--- src/rtl/graphics_bus_writer_pkg.sv ---
// Shared constants for the graphics write port: register map, chipselect
// code, commit word and the bus writer state encoding.
package graphics_bus_writer_pkg;

    localparam int NUM_WORDS        = 10;
    localparam int WORD_W           = 16;
    localparam int HOLD_CYCLES      = 2;

    // Register map, shared with the graphics-side decode
    localparam logic [3:0] ADDR_P1X    = 4'd0;
    localparam logic [3:0] ADDR_P1Y    = 4'd1;
    localparam logic [3:0] ADDR_P2X    = 4'd2;
    localparam logic [3:0] ADDR_P2Y    = 4'd3;
    localparam logic [3:0] ADDR_BALLX  = 4'd4;
    localparam logic [3:0] ADDR_BALLY  = 4'd5;
    localparam logic [3:0] ADDR_BALLZ  = 4'd6;
    localparam logic [3:0] ADDR_P1S    = 4'd7;
    localparam logic [3:0] ADDR_P2S    = 4'd8;
    localparam logic [3:0] ADDR_GSTATE = 4'd9;
    localparam logic [3:0] COMMIT_ADDR = 4'hF;

    localparam logic [3:0]  CS_GFX      = 4'b0001;
    localparam logic [3:0]  CS_IDLE     = 4'b0000;
    localparam logic [15:0] COMMIT_DATA = 16'h0001;

    typedef enum logic [2:0] {
        ST_IDLE   = 3'd0,
        ST_SCAN   = 3'd1,
        ST_DRIVE  = 3'd2,
        ST_GAP    = 3'd3,
        ST_COMMIT = 3'd4,
        ST_DONE   = 3'd5
    } gbw_state_t;

    // A word goes out when forced, when the graphics side holds nothing
    // trustworthy yet, or when it differs from what was last written.
    function automatic logic word_needs_send(
        input logic        force_flag,
        input logic        shadow_valid,
        input logic [15:0] snap_word,
        input logic [15:0] shadow_word
    );
        return force_flag | ~shadow_valid | (snap_word != shadow_word);
    endfunction

endpackage

--- src/rtl/graphics_bus_writer_word_mux.sv ---
// Combinational 10:1 select of the snapshot and shadow words at one index.
module gbw_word_mux
    import graphics_bus_writer_pkg::*;
(
    input  logic [3:0]                  index,
    input  logic [NUM_WORDS*WORD_W-1:0] snap_flat,
    input  logic [NUM_WORDS*WORD_W-1:0] shadow_flat,
    output logic [WORD_W-1:0]           snap_word,
    output logic [WORD_W-1:0]           shadow_word
);

    // Pick the indexed word; out-of-range indices read as zero
    always_comb begin
        snap_word   = 16'h0000;
        shadow_word = 16'h0000;
        if (index < 4'(NUM_WORDS)) begin
            snap_word   = snap_flat[index*WORD_W +: WORD_W];
            shadow_word = shadow_flat[index*WORD_W +: WORD_W];
        end else begin
            snap_word   = 16'h0000;
            shadow_word = 16'h0000;
        end
    end

endmodule

--- src/rtl/graphics_bus_writer.sv ---
// Bus master that pushes changed game-state words to the graphics block,
// followed by a commit word that makes the graphics side swap buffers.
module graphics_bus_writer #(
    parameter logic [3:0] CS_GFX      = graphics_bus_writer_pkg::CS_GFX,
    parameter int         HOLD_CYCLES = graphics_bus_writer_pkg::HOLD_CYCLES,
    parameter logic [3:0] COMMIT_ADDR = graphics_bus_writer_pkg::COMMIT_ADDR
) (
    input  logic        clk,
    input  logic        rst,
    input  logic        update_req,
    input  logic        force_all,
    input  logic        bus_grant,
    input  logic [15:0] paddle_1_x,
    input  logic [15:0] paddle_1_y,
    input  logic [15:0] paddle_2_x,
    input  logic [15:0] paddle_2_y,
    input  logic [15:0] ball_x,
    input  logic [15:0] ball_y,
    input  logic [15:0] ball_z,
    input  logic [15:0] p1_score,
    input  logic [15:0] p2_score,
    input  logic [15:0] game_state,
    output logic [3:0]  chipselect,
    output logic [15:0] databus,
    output logic [3:0]  data_address,
    output logic        busy,
    output logic        done,
    output logic [3:0]  words_sent
);
    import graphics_bus_writer_pkg::*;

    localparam logic [7:0] HOLD_LOAD = 8'(HOLD_CYCLES - 1);
    localparam logic [3:0] LAST_IDX  = 4'(NUM_WORDS - 1);

    gbw_state_t                             state_r;
    logic [3:0]                             idx_r;
    logic [7:0]                             hold_r;
    logic                                   active_r;
    logic                                   force_r;
    logic                                   pending_r;
    logic                                   pending_force_r;
    logic                                   shadow_valid_r;
    logic [3:0]                             sent_cnt_r;
    logic [NUM_WORDS-1:0][WORD_W-1:0]       snap_r;
    logic [NUM_WORDS-1:0][WORD_W-1:0]       shadow_r;
    logic [NUM_WORDS-1:0][WORD_W-1:0]       inputs_s;
    logic [WORD_W-1:0]                      snap_word_s;
    logic [WORD_W-1:0]                      shadow_word_s;
    logic                                   need_send_s;

    // Gather the live inputs into register-map order for snapshotting
    always_comb begin
        inputs_s              = '0;
        inputs_s[ADDR_P1X]    = paddle_1_x;
        inputs_s[ADDR_P1Y]    = paddle_1_y;
        inputs_s[ADDR_P2X]    = paddle_2_x;
        inputs_s[ADDR_P2Y]    = paddle_2_y;
        inputs_s[ADDR_BALLX]  = ball_x;
        inputs_s[ADDR_BALLY]  = ball_y;
        inputs_s[ADDR_BALLZ]  = ball_z;
        inputs_s[ADDR_P1S]    = p1_score;
        inputs_s[ADDR_P2S]    = p2_score;
        inputs_s[ADDR_GSTATE] = game_state;
    end

    gbw_word_mux u_word_mux (
        .index       (idx_r),
        .snap_flat   (snap_r),
        .shadow_flat (shadow_r),
        .snap_word   (snap_word_s),
        .shadow_word (shadow_word_s)
    );

    // Decide whether the word at the current scan index has to go out
    always_comb begin
        need_send_s = 1'b0;
        need_send_s = word_needs_send(force_r, shadow_valid_r, snap_word_s, shadow_word_s);
    end

    // Transfer sequencer: scan, drive, gap, commit, done; all outputs registered.
    // Grant is sampled on the edge that would put a word on the bus, so a
    // stalled word leaves the bus idle until the edge that sees grant high.
    always_ff @(posedge clk) begin
        if (!rst) begin
            state_r         <= ST_IDLE;
            idx_r           <= 4'd0;
            hold_r          <= 8'd0;
            active_r        <= 1'b0;
            force_r         <= 1'b0;
            pending_r       <= 1'b0;
            pending_force_r <= 1'b0;
            shadow_valid_r  <= 1'b0;
            sent_cnt_r      <= 4'd0;
            snap_r          <= '0;
            shadow_r        <= '0;
            chipselect      <= CS_IDLE;
            databus         <= 16'h0000;
            data_address    <= 4'd0;
            busy            <= 1'b0;
            done            <= 1'b0;
            words_sent      <= 4'd0;
        end else begin
            if (update_req && (state_r inside {ST_SCAN, ST_DRIVE, ST_GAP, ST_COMMIT})) begin
                pending_r       <= 1'b1;
                pending_force_r <= pending_force_r | force_all;
            end
            case (state_r)
                ST_IDLE: begin
                    if (update_req) begin
                        snap_r     <= inputs_s;
                        force_r    <= force_all;
                        idx_r      <= 4'd0;
                        sent_cnt_r <= 4'd0;
                        words_sent <= 4'd0;
                        busy       <= 1'b1;
                        state_r    <= ST_SCAN;
                    end
                end
                ST_SCAN: begin
                    if (need_send_s) begin
                        state_r  <= ST_DRIVE;
                        active_r <= bus_grant;
                        hold_r   <= HOLD_LOAD;
                        if (bus_grant) begin
                            chipselect   <= CS_GFX;
                            data_address <= idx_r;
                            databus      <= snap_word_s;
                        end
                    end else if (idx_r == LAST_IDX) begin
                        state_r  <= ST_COMMIT;
                        active_r <= bus_grant;
                        hold_r   <= HOLD_LOAD;
                        if (bus_grant) begin
                            chipselect   <= CS_GFX;
                            data_address <= COMMIT_ADDR;
                            databus      <= COMMIT_DATA;
                        end
                    end else begin
                        idx_r <= idx_r + 4'd1;
                    end
                end
                ST_DRIVE: begin
                    if (!active_r) begin
                        if (bus_grant) begin
                            active_r     <= 1'b1;
                            chipselect   <= CS_GFX;
                            data_address <= idx_r;
                            databus      <= snap_word_s;
                        end
                    end else if (hold_r == 8'd0) begin
                        active_r        <= 1'b0;
                        chipselect      <= CS_IDLE;
                        data_address    <= 4'd0;
                        databus         <= 16'h0000;
                        shadow_r[idx_r] <= snap_word_s;
                        sent_cnt_r      <= sent_cnt_r + 4'd1;
                        state_r         <= ST_GAP;
                    end else begin
                        hold_r <= hold_r - 8'd1;
                    end
                end
                ST_GAP: begin
                    if (idx_r == LAST_IDX) begin
                        state_r  <= ST_COMMIT;
                        active_r <= bus_grant;
                        hold_r   <= HOLD_LOAD;
                        if (bus_grant) begin
                            chipselect   <= CS_GFX;
                            data_address <= COMMIT_ADDR;
                            databus      <= COMMIT_DATA;
                        end
                    end else begin
                        idx_r   <= idx_r + 4'd1;
                        state_r <= ST_SCAN;
                    end
                end
                ST_COMMIT: begin
                    if (!active_r) begin
                        if (bus_grant) begin
                            active_r     <= 1'b1;
                            chipselect   <= CS_GFX;
                            data_address <= COMMIT_ADDR;
                            databus      <= COMMIT_DATA;
                        end
                    end else if (hold_r == 8'd0) begin
                        active_r       <= 1'b0;
                        chipselect     <= CS_IDLE;
                        data_address   <= 4'd0;
                        databus        <= 16'h0000;
                        shadow_valid_r <= 1'b1;
                        done           <= 1'b1;
                        words_sent     <= sent_cnt_r;
                        state_r        <= ST_DONE;
                    end else begin
                        hold_r <= hold_r - 8'd1;
                    end
                end
                ST_DONE: begin
                    done <= 1'b0;
                    if (pending_r || update_req) begin
                        snap_r          <= inputs_s;
                        force_r         <= pending_force_r | (update_req & force_all);
                        pending_r       <= 1'b0;
                        pending_force_r <= 1'b0;
                        idx_r           <= 4'd0;
                        sent_cnt_r      <= 4'd0;
                        words_sent      <= 4'd0;
                        state_r         <= ST_SCAN;
                    end else begin
                        busy    <= 1'b0;
                        state_r <= ST_IDLE;
                    end
                end
                default: begin
                    state_r      <= ST_IDLE;
                    active_r     <= 1'b0;
                    chipselect   <= CS_IDLE;
                    data_address <= 4'd0;
                    databus      <= 16'h0000;
                    busy         <= 1'b0;
                    done         <= 1'b0;
                end
            endcase
        end
    end

endmodule

--- config.mk ---
export PLATFORM = sky130hd
export DESIGN_NAME = graphics_bus_writer
export DESIGN_NICKNAME = d
export VERILOG_FILES = /design/src/rtl/graphics_bus_writer_pkg.sv /design/src/rtl/graphics_bus_writer_word_mux.sv /design/src/rtl/graphics_bus_writer.sv
export SDC_FILE = /design/constraint.sdc
export NUM_CORES = 1
export LEC_CHECK = 0
export ABC_CLOCK_PERIOD_IN_PS = 9300
export BUFFER_PORTS_ARGS = -buffer_cell sky130_fd_sc_hd__buf_2
export CAP_MARGIN = 15
export CORE_AREA = 4 4 210 212
export DETAILED_ROUTE_END_ITERATION = 12
export DIE_AREA = 0 0 214 216
export GPL_TIMING_DRIVEN = 0
export PLACE_DENSITY = 0.64
export SYNTH_ARGS = -nofsm -noshare
export SYNTH_HDL_FRONTEND = slang
export SYNTH_SLANG_ARGS = --single-unit
--- constraint.sdc ---
create_clock -name clk -period 9.3 [get_ports clk]
set_clock_uncertainty 0.1 [all_clocks]
set_input_delay 1.86 -clock clk [delete_from_list [all_inputs] [get_ports clk]]
set_output_delay 1.86 -clock clk [all_outputs]
set_load 0.02 [all_outputs]
* Word level (Yosys, flattened, before mapping)
Index checks and enable logic that the tools add are counted.
** Operators by class
- $add $sub $neg :: 3
- Multiply operators :: 0
- Divide/modulo/power cells :: 0
- Magnitude comparators :: 3
- Eq/ne operators :: 19
- Shifts and indexed selects :: 2
- Multiplexer cells :: 77
- Bitwise gates (word level) :: 9
- Reductions and logical operators :: 26
** Operators with widths (number)
- $mux 160 :: 2
- $pmux 160 s2 :: 1
- $shiftx 160x9->16 :: 2
- $bwmux 160 :: 1
- $mux 16 :: 10
- $mux 4 :: 20
- $pmux 16 s5 :: 1
- $demux 16 s4 :: 1
- $mux 8 :: 4
- $pmux 4 s4 :: 2
- $mux 3 :: 8
- $pmux 4 s3 :: 2
- $pmux 8 s3 :: 1
- $pmux 4 s5 :: 1
- $mux 1 :: 18
- $pmux 3 s6 :: 1
- $reduce_and 3->1 :: 6
- $ne 16x16->1 :: 1
- $ne 2x2->1 const B :: 7
- $reduce_and 5->1 :: 2
- $reduce_bool 3->1 :: 3
- $add 4x1->4 const B :: 2
- $logic_not 8->1 :: 1
- $reduce_bool 4->1 :: 2
- other kinds (25) :: 40
** Storage, ports and cells
- Flip-flop bits (word level) :: 374
- Latch bits :: 0
- Memory bits (writable) :: 0
- Bits in read-only memories :: 0
- Input bits :: 165
- Output and inout port bits :: 30
- Memories kept :: 0

* Longest topological paths before layout
Gate-level depths: netlist (run 1).
- Word-level depth :: 6
- Mapped depth :: 13

* Cells and area by module
Synthesis (run 1) repeated with hierarchy kept, for this count alone.
** Second synthesis, totals
- Cells, all modules :: 2063
- Area, all modules :: 17026.3 um2
** Modules (own cells, without submodules)
- graphics_bus_writer :: times used 1, cells an instance 1748, area an instance 14320.0 um2
- gbw_word_mux :: times used 1, cells an instance 315, area an instance 2706.3 um2

* Worst setup path before layout (run 1)
Ideal clock, no wire load.
- Path type :: input to register
- From :: in bus_grant
- To :: reg databus[0]
- Arrival :: 3386 ps
- Path slack :: 5689 ps
- Stages on the path :: 9
- Path buffers :: 1
- Cells stage by stage :: clkbuf_1 -> inv_1 -> nor2_1 -> a21oi_1 -> nor2_1 -> nor2_1 -> a32oi_1 -> nand2_1 -> o41a_1
** Between the ends
- Longest elaborated chain between the ends :: 4
** RTL lines
- start: declaration :: RTL line graphics_bus_writer.sv:12 : input logic bus_grant,
- $mux 16 (3 in series)
- $pmux 16 s5 *
- end signal: assignment :: RTL line graphics_bus_writer.sv:127 : databus <= snap_word_s;
- end signal: assignment :: RTL line graphics_bus_writer.sv:148 : databus <= snap_word_s;
- end: declaration :: RTL line graphics_bus_writer.sv:24 : output logic [15:0] databus,
Mark *: on every way between the ends. The rest lies on a longest branch, timed or not.
A chain may end at the register's enable or synchronous reset.

* Worst setup path in the final report (run 1)
- From :: reg idx_r[0]
- To :: reg databus[0]
** Between the ends
- Longest elaborated chain between the ends :: 6
** RTL lines
- start: declaration :: RTL line graphics_bus_writer.sv:36 : logic [3:0] idx_r;
- start signal: assignment :: RTL line graphics_bus_writer.sv:139 : idx_r <= idx_r + 4'd1;
- start signal: assignment :: RTL line graphics_bus_writer.sv:173 : idx_r <= idx_r + 4'd1;
- $shiftx 160x9->16 (tied with other cells) :: RTL line graphics_bus_writer_word_mux.sv:17 : snap_word = snap_flat[index*WORD_W +: WORD_W];
- $mux 16 :: RTL line graphics_bus_writer_word_mux.sv:16 : if (index < 4'(NUM_WORDS)) begin
- $ne 16x16->1 :: RTL line graphics_bus_writer_pkg.sv:43 : return force_flag | ~shadow_valid | (snap_word != shadow_word);
- $or 1x1->1 :: RTL line graphics_bus_writer_pkg.sv:43
- $mux 16 :: RTL line graphics_bus_writer.sv:120 : if (need_send_s) begin
- $pmux 16 s5 * :: RTL line graphics_bus_writer.sv:107 : case (state_r)
Marked as above.

==> metrics.cfg, run 1 <==
[worst_setup_path]
reg2reg_depth=13
worst-setup-path-type=reg -> reg
r2r_start=idx_r[0]$_SDFFE_PN0P_
crit_fanout=10
arrival_ns=6.08
cp.required_ns=9.63
cp-start-kind=register
r2r-end=databus[0]$_SDFFE_PN0P_
reg2reg_slack_ns=3.55
end_kind=register

[detailed_routing]
vias_per_cell=5.90
post_drt_wl_per_cell_um=23.1
ant_nets=0
drcViolationCount=0
totalWireLength_um=63800
firstDrtPassIters=5
vias=16300
initialDrtViolationCount=1586

[sta]
fin_setup_tns_ns=0
tightest_slew_ns=1.39
min_period_over_period=0.619
fin_crit_ns=5.75
hold_viol_final=0
max_freq_mhz=174
rsz0062_at_grt=false
slew_headroom=0.0753
setup_viol=0
drv_slew=0

[clock_network]
ctsResizeCount=0
numCtsBuffers=40
clock-root-buffer=clkbuf_16
cts_tree=yes
cts_htree_levels=2
clkSinkCount=374
clk_path_buf_depth=3
hold_buffers=0
clkTransAtPathRegs_ns=0.07
clock_latency_ns=0.55
cts_setup_buffers=0

[synth]
synth_nets=2133
synth_area_um2=16700
avgSynthCellArea_um2=8.52
synth_seq_cells=374
synth_edf_count=0
synthDistinctLibCells=61
synthArstFlopShare=0
netlist_instances=1961
ys_warn_count=0
seq_area_frac_synth=0.448
synth_flop_cell=dfxtp_1

[power_and_ir_drop]
p_leak_nw=6.96
p_per_area_nw_per_um2=222
ir_drop_v=0.000120

[finish]
most-common-layout-cells=dfxtp_1, nand2_1, nor2_1, buf_2, a21oi_1
seq_area_um2=7490
fin_nets=2367
drive_gt1_frac=0.157
multi_input_area_um2=8420
diodes=0
syn2layout_area_growth_pct=17.6
final_common_cell=dfxtp_1
nFillCells=4115
final_area_um2=19700

[floorplan]
start_util=0.399
dieArea_um2=46200
row_count=75
coreArea_um2=41900
die_h_um=216
die_w_um=214
io_pins=195

[flow_run]
cap_violations=0

[global_route]
gr-total-overflow=0
grt_start_max_net_pins=14
grt_pass1_wl_um=95400
grt_pass1_vias=15700
antenna_found_initial=0
grt.total_usage=0.264

[place]
dpl_cell_area_um2=18400
place.gp.congestion=0.957
dp.final_hpwl_um=48100
port_buffers=191

[min_path]
hold_path_startpoint=snap_r[12]$_SDFFE_PN0P_
hold_depth=2
whs_endpoint=snap_r[12]$_SDFFE_PN0P_
holdCritPathClass=reg -> reg

[status]
outcome=completed

==> metal layers <==
metal	part of all wire	wire length (µm)	GRT usage
met1	0.42	26500	0.348
met3	0.091	5770	0.0530
met4	0.035	2260	0.0966
met2	0.46	29300	0.433
met5	0	0	0
==> area by class of cell <==
| type | count | share of cell area |
|---|---|---|
| plain buffers | 193 | 0.0386 |
| clock buffers | 59 | 0.0602 |
| repair buffers | 192 | 0.0490 |
| multi-input cells | 1381 | 0.428 |
| flip-flops and latches | 374 | 0.381 |
| well taps | 539 | 0.0343 |
| inverters | 13 | 0.00248 |
| clock inverters | 10 | 0.00598 |
==> how the worst max path moves through the flow <==
stage	startpoint	endpoint	slack [ns]	cells after the start
2_1_floorplan	bus_grant	databus[0]$_SDFFE_PN0P_	5.69	9
3_3_place_gp	idx_r[0]$_SDFFE_PN0P_	databus[0]$_SDFFE_PN0P_	3.77	13
3_5_place_dp	idx_r[0]$_SDFFE_PN0P_	databus[0]$_SDFFE_PN0P_	3.87	13
4_1_cts	idx_r[0]$_SDFFE_PN0P_	databus[0]$_SDFFE_PN0P_	3.81	13
5_1_grt	idx_r[0]$_SDFFE_PN0P_	databus[0]$_SDFFE_PN0P_	3.49	13
6_report	idx_r[0]$_SDFFE_PN0P_	databus[0]$_SDFFE_PN0P_	3.55	13
==> power breakdown <==
part           internal (mW)  leakage, nW  switching, mW
clock network          0.935        0.641          0.666
registers               1.73         3.04         0.0797
logic                  0.289         3.28          0.665
total                   2.95         6.96           1.41
==> registers in the layout, indices dropped and copies added (netlist names) <==
name,flops
force_r,1
words_sent,4
sent_cnt_r,4
hold_r,8
shadow_valid_r,1
chipselect,4
state_r,3
idx_r,4
pending_force_r,1
done,1
busy,1
active_r,1
databus,16
snap_r,160
pending_r,1
data_address,4
shadow_r,160
==> logic make-up (layout without fill, tap and decap cells) <==
logic type | after synthesis | in the layout | share of synthesized area
AOI/OAI and AO/OA | 555 | 555 | 0.220
adders and majority gates | 7 | 7 | 0.00524
and+or+nand+nor | 668 | 668 | 0.162
xor gates and xnor gates | 19 | 19 | 0.00996
buffers and inverters | 206 | 467 | 0.0484
muxes | 132 | 132 | 0.107
DFF | 374 | 374 | 0.448
==> worst max-delay path, cell delays in order (launching register included) <==
cell      delay [ns]
dfxtp_1         0.46
buf_4           0.26
buf_2           0.47
buf_2           0.51
mux2i_1         0.48
o22ai_1         0.14
a221oi_1        1.08
xor2_1          0.15
nor3_1          0.21
nand4_1         0.32
nor2_1          0.60
buf_2           0.39
nor4_1          0.10
o41a_1          0.34
==> Yosys cell counts (7+ instances only) <==
cell type,n,share of area
a211oi_1,168,0.075
a21o_1,13,0.0058
a21oi_1,191,0.057
a221o_1,13,0.0078
a22oi_1,11,0.0049
a31oi_1,13,0.0049
and2_1,7,0.0026
and3_1,13,0.0049
buf_1,13,0.0029
buf_2,19,0.0057
clkbuf_1,158,0.035
dfxtp_1,374,0.45
ha_1,7,0.0052
inv_1,13,0.0029
mux2_2,19,0.013
mux2i_1,78,0.047
mux4_2,35,0.047
nand2_1,357,0.080
nand3_1,17,0.0051
nor2_1,224,0.050
nor3_1,13,0.0039
o21a_1,7,0.0031
o21ai_0,38,0.011
o22ai_1,43,0.016
xnor2_1,12,0.0063
xor2_1,7,0.0037
==> metrics by stage <==
step / setup WS (ns) / hold WS [ns] / util / power [mW] / std cells
global placement: 3.77 / 0.341 / 0.437 / 2.75 / 2691
detailed placement: 3.87 / 0.345 / 0.438 / 2.77 / 2692
global route: 3.49 / 0.370 / 0.469 / 4.52 / 2761
floorplan: 5.69 / 0.332 / - / 2.41 / 1961
finish: 3.55 / 0.353 / 0.469 / 4.36 / 2761
CTS: 3.81 / 0.354 / 0.469 / 4.35 / 2761
No activity file was read; power rests on OpenSTA's default activity.
==> inputs of run 2 (changes only) <==
ABC_CLOCK_PERIOD_IN_PS = 5700   (was 9300)
clock period = 5.7 ns   (was 9.3 ns; I/O delays follow)
==> run 2 against run 1 <==
Setup slack worse by 3.4 ns. Critical endpoint unchanged. Core utilization about the same. Register-to-register slack worse by 3.4 ns. Largest power group unchanged. Sequential share of layout area about the same. Power up 63%. Combinational power up 64%.
==> metrics.cfg, run 2 (synthesis results as in run 1) <==
[clock_network]
numCtsBuffers=40
clkTransAtPathRegs_ns=0.07
clk_path_buf_depth=3
cts_htree_levels=2
cts_tree=yes
clock_latency_ns=0.55
clock-root-buffer=clkbuf_16
clkSinkCount=374

[detailed_routing]
drcViolationCount=0
initialDrtViolationCount=1629
ant_nets=0
vias_per_cell=5.86
totalWireLength_um=63900
firstDrtPassIters=6
vias=16200
post_drt_wl_per_cell_um=23.1

[place]
pre_cts_slack_ns=0.272
port_buffers=191
dp.final_hpwl_um=48100
place.gp.congestion=0.957

[sta]
rsz0062_at_grt=false
max_freq_mhz=181
hold_viol_final=0
drv_slew=0
fin_setup_tns_ns=0
tightest_slew_ns=1.18
slew_headroom=0.211
min_period_over_period=0.967
fin_hold_ws_ns=0.353
worst_slack_ns=0.186
fin_crit_ns=5.51
setup_viol=0

[floorplan]
die_w_um=214
dieArea_um2=46200
start_util=0.399
die_h_um=216
row_count=75
io_pins=195
coreArea_um2=41900

[finish]
syn2layout_area_growth_pct=17.6
fin_nets=2367
final_common_cell=dfxtp_1
diodes=0
reg.largest.list=shadow_r x160, snap_r x160, databus x16
most-common-layout-cells=dfxtp_1, nand2_1, nor2_1, buf_2, a21oi_1
drive_gt1_frac=0.157

[global_route]
grt_pass1_vias=15700
grt_start_max_net_pins=14
antenna_found_initial=0
grt.total_usage=0.264
gr-total-overflow=0
grt_pass1_wl_um=95400

[power_and_ir_drop]
ir_drop_v=0.000196
p_total_mw=7.12
p_leak_nw=6.97
p_per_area_nw_per_um2=362

[worst_setup_path]
end_kind=register
crit_fanout=10
cp-start-kind=register
arrival_ns=5.84
worst-setup-path-type=reg -> reg
cp.required_ns=6.03

[status]
outcome=completed

[flow_run]
cap_violations=0

[min_path]
holdCritPathClass=reg -> reg

[run 2: cell counts in the layout (fill, tap and decap cells not counted)]
Identical to the previous run, type by type.
[run 2: cell type report]
class / count / area (µm²)
inverter: 13 / 48.8
fill: 4114 / 22300
clock buffer: 59 / 1180
timing repair buffer: 192 / 963
clock inverter: 10 / 118
tap: 539 / 674
sequential: 374 / 7490
buffer: 193 / 759
multi-input combinational: 1381 / 8430
[run 2: what timing repair did]
item | CTS | global route
hold buffers | 0 | 0
setup endpoints to repair | 0 | 6
gates resized for setup | 0 | 1
hold endpoints to repair | 0 | 0
buffers inserted | 0 | 0
[run 2: worst max-delay path: stages (launching register included)]
cell and delay [ns]:
dfxtp_1 0.43, clkbuf_1 0.35, clkbuf_1 0.88, mux4_2 0.47, a211oi_2 0.75, xnor2_1 0.26, nor4_1 0.49, nand4_1 0.29
nor2_1 0.56, buf_2 0.37, nor4_1 0.10, o41a_1 0.34
[run 2: metrics by stage]
stage,util,area [µm²],std cells
after floorplan,-,16700,1961
after global placement,0.437,18300,2691
after detailed placement,0.438,18400,2692
after CTS,0.469,19700,2761
after global routing,0.469,19700,2761
final,0.469,19700,2761
[run 2: worst paths after layout]
kind                           startpoint                       to  slack, ns  cells after the start
setup / recovery    idx_r[1]$_SDFFE_PN0P_  databus[0]$_SDFFE_PN0P_       0.19                     11
hold / removal    snap_r[32]$_SDFFE_PN0P_  snap_r[32]$_SDFFE_PN0P_       0.35                      2
setup reg to reg    idx_r[1]$_SDFFE_PN0P_  databus[0]$_SDFFE_PN0P_       0.19                     11
hold reg to reg   snap_r[32]$_SDFFE_PN0P_  snap_r[32]$_SDFFE_PN0P_       0.35                      2
[run 2: power breakdown]
part	switching [mW]	internal (mW)
combinational	1.08	0.472
sequential	0.131	2.82
clock	1.09	1.53
total	2.31	4.82
[run 2: routing by layer]
layer  track usage  vias up  share of wire
met1         0.348     7859           0.42
li1              -     7426              -
met3        0.0530      138          0.087
met4        0.0966        0          0.037
met2         0.433      766           0.46
met5             0        -              0
